$ cat src/rtl/trig_ctrl_pkg.sv
// trig_ctrl_pkg: state encodings, status bit map and detect bit index shared by the trigger run controller
package trig_ctrl_pkg;
    typedef enum logic [2:0] {
        S_IDLE = 3'd0,
        S_LOAD = 3'd1,
        S_RUN  = 3'd2,
        S_FIRE = 3'd3,
        S_DONE = 3'd4
    } trig_state_t;
    localparam int ST_DONE         = 3;
    localparam int ST_TIMEOUT      = 4;
    localparam int ST_ABORTED      = 5;
    localparam int ST_ARM_IGN      = 6;
    localparam int ST_BUSY         = 7;
    localparam int DETECT_TRIG_BIT = 4;
endpackage

$ cat src/rtl/trig_pulse_stretch.sv
// trig_pulse_stretch: loadable-width one-shot (width 0 acts as 1) with a synchronous kill that drops the pulse at once
module trig_pulse_stretch #(
    parameter int W = 16
) (
    input  logic         i_clk,
    input  logic         i_rst,
    input  logic         i_start,
    input  logic         i_kill,
    input  logic [W-1:0] i_width,
    output logic         o_pulse,
    output logic         o_last
);
    logic [W-1:0] r_cnt;
    logic         r_pulse;
    assign o_pulse = r_pulse;
    assign o_last  = r_pulse && (r_cnt == '0);
    always_ff @(posedge i_clk) begin
        if (i_rst || i_kill) begin
            r_pulse <= 1'b0;
            r_cnt   <= '0;
        end else if (i_start) begin
            r_pulse <= 1'b1;
            r_cnt   <= (i_width == '0) ? '0 : i_width - W'(1);
        end else if (r_pulse) begin
            r_pulse <= (r_cnt != '0);
            r_cnt   <= (r_cnt == '0) ? '0 : r_cnt - W'(1);
        end
    end
endmodule

$ cat src/rtl/trigger_seq_ctrl.sv
// trigger_seq_ctrl: shot sequencer for trigger_gen with atomic config shadowing, timeout, TOF capture and output trigger
module trigger_seq_ctrl
    import trig_ctrl_pkg::*;
#(
    parameter int C_S_AXI_DATA_WIDTH = 32,
    parameter int SHOT_CNT_WIDTH     = 16,
    parameter int LOAD_CYCLES        = 2
) (
    input  logic                          i_rxclk,
    input  logic                          i_rst,
    input  logic                          i_cmd_arm,
    input  logic                          i_cmd_abort,
    input  logic                          i_cfg_auto_rearm,
    input  logic [15:0]                   i_cfg_trig_width,
    input  logic [C_S_AXI_DATA_WIDTH-1:0] i_cfg_timeout,
    input  logic [C_S_AXI_DATA_WIDTH-1:0] i_cfg_level_a,
    input  logic [C_S_AXI_DATA_WIDTH-1:0] i_cfg_level_b,
    input  logic [C_S_AXI_DATA_WIDTH-1:0] i_cfg_level_c,
    input  logic [C_S_AXI_DATA_WIDTH-1:0] i_cfg_param_mul,
    input  logic [C_S_AXI_DATA_WIDTH-1:0] i_cfg_param_off,
    input  logic [C_S_AXI_DATA_WIDTH-1:0] i_cfg_init_delay,
    input  logic [7:0]                    i_tg_detect_pls,
    input  logic [C_S_AXI_DATA_WIDTH-1:0] i_tg_pulse_tof,
    output logic                          o_tg_enable,
    output logic [C_S_AXI_DATA_WIDTH-1:0] o_tg_level_a,
    output logic [C_S_AXI_DATA_WIDTH-1:0] o_tg_level_b,
    output logic [C_S_AXI_DATA_WIDTH-1:0] o_tg_level_c,
    output logic [C_S_AXI_DATA_WIDTH-1:0] o_tg_param_mul,
    output logic [C_S_AXI_DATA_WIDTH-1:0] o_tg_param_off,
    output logic [C_S_AXI_DATA_WIDTH-1:0] o_tg_init_delay,
    output logic                          o_trig_out,
    output logic                          o_irq,
    output logic [C_S_AXI_DATA_WIDTH-1:0] o_tof_captured,
    output logic [SHOT_CNT_WIDTH-1:0]     o_shot_cnt,
    output logic [7:0]                    o_status
);
    localparam int DW = C_S_AXI_DATA_WIDTH;
    trig_state_t         r_state;
    logic [7:0]          r_load_cnt;
    logic [DW-1:0]       r_to_cnt, r_tof;
    logic [DW-1:0]       r_lvl_a, r_lvl_b, r_lvl_c, r_mul, r_off, r_dly;
    logic [SHOT_CNT_WIDTH-1:0] r_shot_cnt;
    logic r_det_d, r_tg_enable, r_irq, r_done, r_timeout, r_aborted, r_arm_ign;
    logic w_rise, w_arm_ok, w_reload, w_to_hit, w_fire, w_ps_last, w_unused;
    assign w_rise   = i_tg_detect_pls[DETECT_TRIG_BIT] && !r_det_d;
    assign w_arm_ok = (r_state == S_IDLE) && i_cmd_arm && !i_cmd_abort;
    assign w_reload = w_arm_ok || ((r_state == S_DONE) && i_cfg_auto_rearm && !i_cmd_abort);
    assign w_to_hit = (i_cfg_timeout != '0) && (r_to_cnt + DW'(1) == i_cfg_timeout);
    assign w_fire   = (r_state == S_RUN) && w_rise && !i_cmd_abort;
    assign w_unused = ^{i_tg_detect_pls[7:5], i_tg_detect_pls[3:0]};
    trig_pulse_stretch #(.W(16)) u_stretch (
        .i_clk   (i_rxclk),
        .i_rst   (i_rst),
        .i_start (w_fire),
        .i_kill  (i_cmd_abort),
        .i_width (i_cfg_trig_width),
        .o_pulse (o_trig_out),
        .o_last  (w_ps_last)
    );
    always_ff @(posedge i_rxclk) begin
        if (i_rst) begin
            r_lvl_a <= '0;
            r_lvl_b <= '0;
            r_lvl_c <= '0;
            r_mul   <= '0;
            r_off   <= '0;
            r_dly   <= '0;
        end else if (w_reload) begin
            r_lvl_a <= i_cfg_level_a;
            r_lvl_b <= i_cfg_level_b;
            r_lvl_c <= i_cfg_level_c;
            r_mul   <= i_cfg_param_mul;
            r_off   <= i_cfg_param_off;
            r_dly   <= i_cfg_init_delay;
        end
    end
    always_ff @(posedge i_rxclk) begin
        if (i_rst) begin
            r_state     <= S_IDLE;
            r_load_cnt  <= '0;
            r_to_cnt    <= '0;
            r_tof       <= DW'(32'hFFFF);
            r_shot_cnt  <= '0;
            r_det_d     <= 1'b0;
            r_tg_enable <= 1'b0;
            r_irq       <= 1'b0;
            r_done      <= 1'b0;
            r_timeout   <= 1'b0;
            r_aborted   <= 1'b0;
            r_arm_ign   <= 1'b0;
        end else begin
            r_irq   <= 1'b0;
            r_det_d <= (r_state != S_LOAD) && i_tg_detect_pls[DETECT_TRIG_BIT];
            if (w_reload) r_load_cnt <= 8'(LOAD_CYCLES - 1);
            if (i_cmd_abort) begin
                r_state     <= S_IDLE;
                r_tg_enable <= 1'b0;
                r_aborted   <= 1'b1;
            end else begin
                if (i_cmd_arm && r_state != S_IDLE) r_arm_ign <= 1'b1;
                case (r_state)
                    S_IDLE: if (w_arm_ok) begin
                        r_state   <= S_LOAD;
                        r_done    <= 1'b0;
                        r_timeout <= 1'b0;
                        r_aborted <= 1'b0;
                        r_arm_ign <= 1'b0;
                    end
                    S_LOAD: if (r_load_cnt == '0) begin
                        r_state     <= S_RUN;
                        r_tg_enable <= 1'b1;
                        r_to_cnt    <= '0;
                    end else begin
                        r_load_cnt <= r_load_cnt - 8'd1;
                    end
                    S_RUN: if (w_rise) begin
                        r_state <= S_FIRE;
                        r_tof   <= i_tg_pulse_tof;
                    end else if (w_to_hit) begin
                        r_state     <= S_IDLE;
                        r_tg_enable <= 1'b0;
                        r_timeout   <= 1'b1;
                        r_irq       <= 1'b1;
                    end else begin
                        r_to_cnt <= r_to_cnt + DW'(1);
                    end
                    S_FIRE: if (w_ps_last) begin
                        r_state     <= S_DONE;
                        r_tg_enable <= 1'b0;
                        r_irq       <= 1'b1;
                        r_done      <= 1'b1;
                        r_shot_cnt  <= r_shot_cnt + SHOT_CNT_WIDTH'(1);
                    end
                    S_DONE: r_state <= i_cfg_auto_rearm ? S_LOAD : S_IDLE;
                    default: r_state <= S_IDLE;
                endcase
            end
        end
    end
    assign o_tg_enable     = r_tg_enable;
    assign o_tg_level_a    = r_lvl_a;
    assign o_tg_level_b    = r_lvl_b;
    assign o_tg_level_c    = r_lvl_c;
    assign o_tg_param_mul  = r_mul;
    assign o_tg_param_off  = r_off;
    assign o_tg_init_delay = r_dly;
    assign o_irq           = r_irq;
    assign o_tof_captured  = r_tof;
    assign o_shot_cnt      = r_shot_cnt;
    assign o_status        = {r_state != S_IDLE, r_arm_ign, r_aborted, r_timeout, r_done, r_state};
endmodule

$ cat config.mk
export PLATFORM = sky130hd
export DESIGN_NAME = trigger_seq_ctrl
export DESIGN_NICKNAME = d
export VERILOG_FILES = /design/src/rtl/trig_ctrl_pkg.sv /design/src/rtl/trig_pulse_stretch.sv /design/src/rtl/trigger_seq_ctrl.sv
export SDC_FILE = /design/constraint.sdc
export NUM_CORES = 1
export LEC_CHECK = 0
export ABC_CLOCK_PERIOD_IN_PS = 10080
export CORE_AREA = 8 8 204 206
export DETAILED_ROUTE_END_ITERATION = 8
export DIE_AREA = 0 0 212 214
export GPL_ROUTABILITY_DRIVEN = 1
export PLACE_DENSITY = 0.67
export SLEW_MARGIN = 5
export SYNTH_ARGS = -nofsm -noshare
export SYNTH_HDL_FRONTEND = slang
export SYNTH_SLANG_ARGS = --single-unit
$ cat constraint.sdc
create_clock -name i_rxclk -period 10.08 [get_ports i_rxclk]
set_clock_uncertainty 0.05 [all_clocks]
set_input_delay 1.008 -clock i_rxclk [delete_from_list [all_inputs] [get_ports i_rxclk]]
set_output_delay 1.008 -clock i_rxclk [all_outputs]
set_load 0.05 [all_outputs]
==> impl_results.md, run 1 <==
* DRT antenna net count at 0
* Area Growth Syn to Fin at 49.0%
* Post-Synthesis Cells at 1749
* Switching part of the total at a little over a quarter
* Switching power at around 820 uW
* CP Max Fanout at 26
* Fraction of registers with async set/reset at 0%
* Final setup violation count at 0
* GRT met2 Usage at a little under two fifths
* Flop pwr share at between 40 and 50%
* Hold crit path type: reg -> reg
* Most common cell after layout, fill and taps aside: clkdlybuf4s50_1
* Post-layout util at between 50% and 60%
* Clk sinks at approximately 310
* Initial core utilization at 35.3%
* PwrDens at approximately 150 nW/um2
* Syn_area_per_cell at slightly below 8 um2
* CP Launch Type: flip-flop
* Post-synth top flop: dfxtp_1
* Initial antenna violation count at 5
* Setup TNS at 0 ns
* Die X at approximately 210 um
* CP arrival at 4.69 ns
* Post-synth EDFFs at 0
* First-iteration detailed-routing DRC count at roughly 1100
* Netlist Area Pre-Place at 13500 um2
* Synth Register Bits at between 300 and 400
* Die Footprint at between 40000 and 50000 um2
* Clock root buffer: clkbuf_16
* WHS Path Cells at 2
* Ports at between 500 and 600
* Pre-antenna DRT Iters at 5
* Total congestion overflow at 0
* DRC Markers at 0
* Worst skew pair latency at ~0.53 ns
* Post-layout min period at between 4 and 5 ns
* Num CTS Buffers at 36
* Met1 usage at between 20% and 30%
* Post-CTS setup buffers at 0
* Max-slew violations at 0
* Drt total wl at between 50 and 60 mm
* Internal power at approximately 2.2 mW
* Final-report hold violation count at 0
* Final worst path period share at approximately 43%
* Post-DP HPWL at about 38 mm
* Comb power frac at between 15 and 20%
* WP data required at 10.45 ns
* Clock power frac at between 40% and 50%
* Fmax at ~230 MHz
* Most frequent cells in the layout: clkdlybuf4s50_1, nand2_1, dfxtp_1
* Largest net degree at the start of global routing at about 110
* GRT Max-Usage Layer: met2
* Gr usage total at between 20% and 30%
* Die height at about 210 um
* Global-route wire length before repair at 78.2 mm
* Max_cap viols at 0
* Synth unique cells at between 70 and 80
* H-tree depth at 2
* Lkg Pwr at between 7 and 8 nW
* Worst-path clk slew at roughly 0.060 ns
* Worst ir drop on vdd at ~0.13 mV
* Critical path endpoint category: flip-flop
* Post-synthesis sequential area ratio at 45.5%
* Worst reg-to-reg path cell count at 10
* Unrepaired setup endpoints after global routing: false
* Core Box Area at between 30000 and 40000 um2
* GPL Wtd Cong at roughly 0.90
* Critical path type: reg -> reg
* Grt met3 use at 6.43%
* Vias per inst at 5.05
* CTS tree: done
* Routed len/inst at around 19 um
* Vias in the first global route at around 13000
* Row count at a little over 70
* Vias after detailed routing at around 14000
* Share of cells above drive strength 1 at 4.15%
* Yosys Warn Count at 0
* Worst Tran Pin Value at about 1.2 ns
* Cts repair resizes at 0
* Clk buf depth at 3
* Port buffer count at around 530
* Synth Net Count at just over 2000
* Hold Buf Count CTS at 0
* Status: complete, no violations
* Nets at around 2500
* Relative slew slack at 22.1%
through the flow:
stage                     instances  area, um2  setup slack (ns)  hold WS [ns]  power (mW)
after floorplan                1749      13500              6.51         0.379        1.55
after global placement         2677      19000              5.77         0.391        1.78
after detailed placement       2677      19000              5.66         0.396        1.78
after CTS                      2737      20100              5.76         0.403        3.06
after global routing           2739      20100              5.34         0.420        3.13
final                          2739      20100              5.76         0.401        3.02
registers in the layout, indices dropped and copies added (netlist names), 16 cells and up:
register and count:
o_tg_level_c 32, r_to_cnt 32, o_tg_param_mul 32, o_shot_cnt 16
u_stretch.r_cnt 16, o_tg_level_a 32, o_tof_captured 32, o_tg_level_b 32
o_tg_param_off 32, o_tg_init_delay 32
path summary, 6_finish.rpt:
check | startpoint | end | slack [ns]
worst min register to register | o_tg_level_b[8]$_SDFFE_PP0P_ | o_tg_level_b[8]$_SDFFE_PP0P_ | 0.40
worst max-delay path | r_to_cnt[0]$_SDFFE_PP0P_ | r_to_cnt[8]$_SDFFE_PP0P_ | 5.76
worst max register to register | r_to_cnt[0]$_SDFFE_PP0P_ | r_to_cnt[8]$_SDFFE_PP0P_ | 5.76
worst min-delay path | o_tg_level_b[8]$_SDFFE_PP0P_ | o_tg_level_b[8]$_SDFFE_PP0P_ | 0.40
cells in the mapped netlist (3+ instances only):
library cell  number  area, um2
and4_1             5       43.8
buf_2              8       40.0
o21ai_0           40        200
a31oi_1           11       68.8
ha_1               6       75.1
or3_1             15       93.8
nor3_1            30        150
a22oi_1            4       30.0
nor4b_1            4       35.0
clkbuf_1         109        409
o211ai_1           8       60.1
nor4_1            25        156
and3_1             9       56.3
o2111ai_1          3       26.3
dfxtp_1          307       6150
nor4b_2            3       45.0
nor3b_1            5       37.5
xor2_1            32        280
or4_4              3       33.8
nand4_1           28        175
inv_1             24       90.1
or4_1             10       75.1
mux2i_1           12        120
nand4b_1           4       35.0
nor2_1            75        282
o21a_1             5       37.5
o221ai_1           4       35.0
o22ai_1           12       75.1
xnor2_1           40        350
nand2b_1          10       62.6
a21oi_1          239       1200
or2_2              5       31.3
a2bb2oi_1          6       52.6
o31ai_1            3       22.5
nand2_1          518       1940
nand3_1           54        270
buf_6              3       33.8
o311ai_0           9       78.8
buf_4              7       52.6
nor2b_1            5       31.3
worst max-delay path, stage by stage (launching register included):
cell and delay (ns):
dfxtp_1 0.44, ha_1 0.27, nand3_1 0.41, or4_4 0.71, nor3_2 0.22, xnor2_1 0.23
nor3_1 0.07, and3_1 0.26, a21oi_4 0.71, nand2_2 0.42, o311ai_0 0.40
power groups by stage:
stage               Sequential (mW)  Clock [mW]  Combinational, mW
floorplan                      1.43           0              0.125
global placement               1.30           0              0.480
detailed placement             1.30           0              0.484
CTS                            1.27        1.30              0.486
global route                   1.28        1.34              0.512
finish                         1.27        1.26              0.483
final cells by class:
| type | instances | area (um2) |
|---|---|---|
| inverter | 24 | 90.1 |
| timing repair buffer | 539 | 5370 |
| clock buffer | 53 | 1040 |
| fill | 3601 | 18200 |
| tap | 518 | 648 |
| clock inverter | 7 | 77.6 |
| antenna | 2 | 5.00 |
| multi-input combinational | 1289 | 6750 |
| sequential | 307 | 6150 |
layer usage:
| metal | up-vias | wire length [um] |
|---|---|---|
| met5 | - | 13 |
| met4 | 2 | 1260 |
| met3 | 70 | 4370 |
| met2 | 443 | 25700 |
| met1 | 6446 | 20400 |
| li1 | 6876 | - |
logic make-up (layout without fill, tap and decap cells):
group,Yosys count,in the layout,synth area share [%]
multiplexers,12,12,0.889
other,0,2,0
flip-flops,307,307,45.5
adder cells (fa/ha/maj),6,6,0.556
AO/OA/AOI/OAI,374,374,16.1
buffers and inverters,153,623,4.69
XOR/XNOR,72,72,4.67
AND/OR/NAND/NOR,825,825,27.6
Power figures use the tool's default switching activity.
==> inputs of run 2 (changes only) <==
- ABC_CLOCK_PERIOD_IN_PS: 10080 -> 4150
- clock period: 10.08 -> 4.15 ns (I/O delays scaled with it)
==> impl_results.md, run 2 (synthesis results as in run 1) <==
* Status: complete, no violations
* Pre-antenna DRT Iters at 6 (+1)
* WP data required at 4.46 ns (-5.99 ns)
* Die Footprint at 45400 um2 (unchanged)
* Worst skew pair latency at 0.54 ns (about the same)
* DP Area at 19100 um2 (+0.58%)
* Critical path type: reg -> reg
* Final setup margin at 0.446 ns (-5.31 ns)
* Worst ir drop on vdd at 0.294 mV (+140%)
* Pre-CTS worst setup slack at 0.516 ns (-5.14 ns)
* Max_cap viols at 0 (unchanged)
* Initial antenna violation count at 7 (+2)
* Relative slew slack at 17.0% (-5.0 points)
* Area Growth Syn to Fin at 49.6%
* Post-DP HPWL at 38.4 mm (+0.87%)
* Most common cell after layout, fill and taps aside: clkdlybuf4s50_1
* Nets at 2495 (+0.28%)
* Port buffer count at 528 (unchanged)
* Final worst path period share at 89.2% (+46 points)
* Largest net degree at the start of global routing at 242 (+120%)
* Core Box Area at 38300 um2 (unchanged)
* First-iteration detailed-routing DRC count at 970 (-13%)
* CP arrival at 4.01 ns (-0.68 ns)
* GPL Wtd Cong at 0.869 (-3.3%)
* Fmax at 270 MHz (+17%)
* Setup TNS at 0 ns (unchanged)
* Final-report hold violation count at 0 (unchanged)
* Die X at 212 um (unchanged)
* CP Max Fanout at 11 (-58%)
* Lkg Pwr at 7.07 nW (+0.64%)
* Hold Buf Count CTS at 0 (unchanged)
* PwrDens at 359 nW/um2 (+140%)
* Worst Tran Pin Value at 1.24 ns (+0.0818 ns)
* Unrepaired setup endpoints after global routing: false
* Cell total after placement at 2685 (+0.30%)
* Vias per inst at 5.08 (+0.50%)
* DRC Markers at 0 (unchanged)
* H-tree depth at 2 (unchanged)
* Initial core utilization at 35.3% (unchanged)
* Share of cells above drive strength 1 at 4.41% (+0.26 points)
* Routed len/inst at 18.8 um (-0.23%)
* Cts repair resizes at 0 (unchanged)
* Hold crit path type: in -> reg
* Row count at 72 (unchanged)
* Num CTS Buffers at 35 (-2.8%)
* Tot Pwr at 7.26 mW (+140%)
* CTS tree: done
* Vias in the first global route at 13200 (+0.55%)
* Ports at 536 (unchanged)
* CP Launch Type: flip-flop
* Vias after detailed routing at 13900 (+0.76%)
* Total congestion overflow at 0 (unchanged)
* Worst-path clk slew at 0.06 ns (about the same)
* Clk sinks at 307 (unchanged)
* Finished Layout Cells at 2746 (+0.26%)
* Post-route cell area at 20200 um2 (+0.42%)
* Post-CTS setup buffers at 0 (unchanged)
* Max-slew violations at 0 (unchanged)
* DRT antenna net count at 0 (unchanged)
* Most frequent cells in the layout: clkdlybuf4s50_1, nand2_1, dfxtp_1
* Clock root buffer: clkbuf_16
* Critical path endpoint category: flip-flop
* Final setup violation count at 0 (unchanged)
* Gr usage total at 21.7% (+0.064 points)
* Global-route wire length before repair at 78.3 mm (+0.20%)
* Post-layout min period at 3.70 ns (-0.617 ns)
* Drt total wl at 51.7 mm (about the same)
* Clk buf depth at 3 (unchanged)
* Die height at 214 um (unchanged)
[run 2: changes by cell type in the layout (fill, tap and decap cells not counted), sizes merged]
cell / change
buf: +8
diode: +2
clkbuf: -3
[run 2: worst max-delay path, cell delays in order, from the launching register on]
cell and delay [ns]:
dfxtp_1 0.42, ha_1 0.27, nand3_1 0.22, or3_1 0.48, o41ai_1 0.42, a21oi_1 0.17, nor4b_1 0.39, nand4_2 0.24
nor2_2 0.36, buf_4 0.25, a2bb2oi_1 0.18, a21oi_1 0.08
[run 2: report_power, final]
part	leakage, nW	internal (mW)	switching, mW
Clock	0.534	1.76	1.23
Sequential	2.50	3.04	0.0492
Combinational	4.04	0.491	0.687
Total	7.07	5.29	1.97
[run 2: metrics by stage]
step / hold WS, ns / util [%]
after floorplan: 0.379 / -
after global placement: 0.391 / 49.9
after detailed placement: 0.396 / 49.9
after CTS: 0.0213 / 52.8
after global routing: 0.0245 / 52.8
final: 0.0544 / 52.8
[run 2: final cells by class]
cell class,count,area [um2]
flip-flops and latches,307,6150
clock inverters,7,77.6
multi-input cells,1289,6750
repair buffers,547,5480
clock buffers,50,1010
well taps,518,648
fillers,3624,18100
inverters,24,90.1
diodes,4,10.0
[run 2: final timing paths]
| kind | from | to | slack, ns | depth (start not counted) |
|---|---|---|---|---|
| hold / removal | i_rst | o_tof_captured[30]$_SDFFE_PP0P_ | 0.05 | 2 |
| setup reg to reg | r_to_cnt[0]$_SDFFE_PP0P_ | r_to_cnt[11]$_SDFFE_PP0P_ | 0.45 | 11 |
| hold reg to reg | o_tg_level_a[24]$_SDFFE_PP0P_ | o_tg_level_a[24]$_SDFFE_PP0P_ | 0.40 | 2 |
| setup / recovery | r_to_cnt[0]$_SDFFE_PP0P_ | r_to_cnt[11]$_SDFFE_PP0P_ | 0.45 | 11 |
[run 2: routing by layer]
layer | vias up | GRT usage, % | share of wire [%]
met5 | - | 0 | 0.025
met4 | 2 | 6.70 | 2.6
met3 | 80 | 7.13 | 8.8
met2 | 494 | 38.3 | 50
met1 | 6474 | 24.4 | 39
li1 | 6892 | - | -
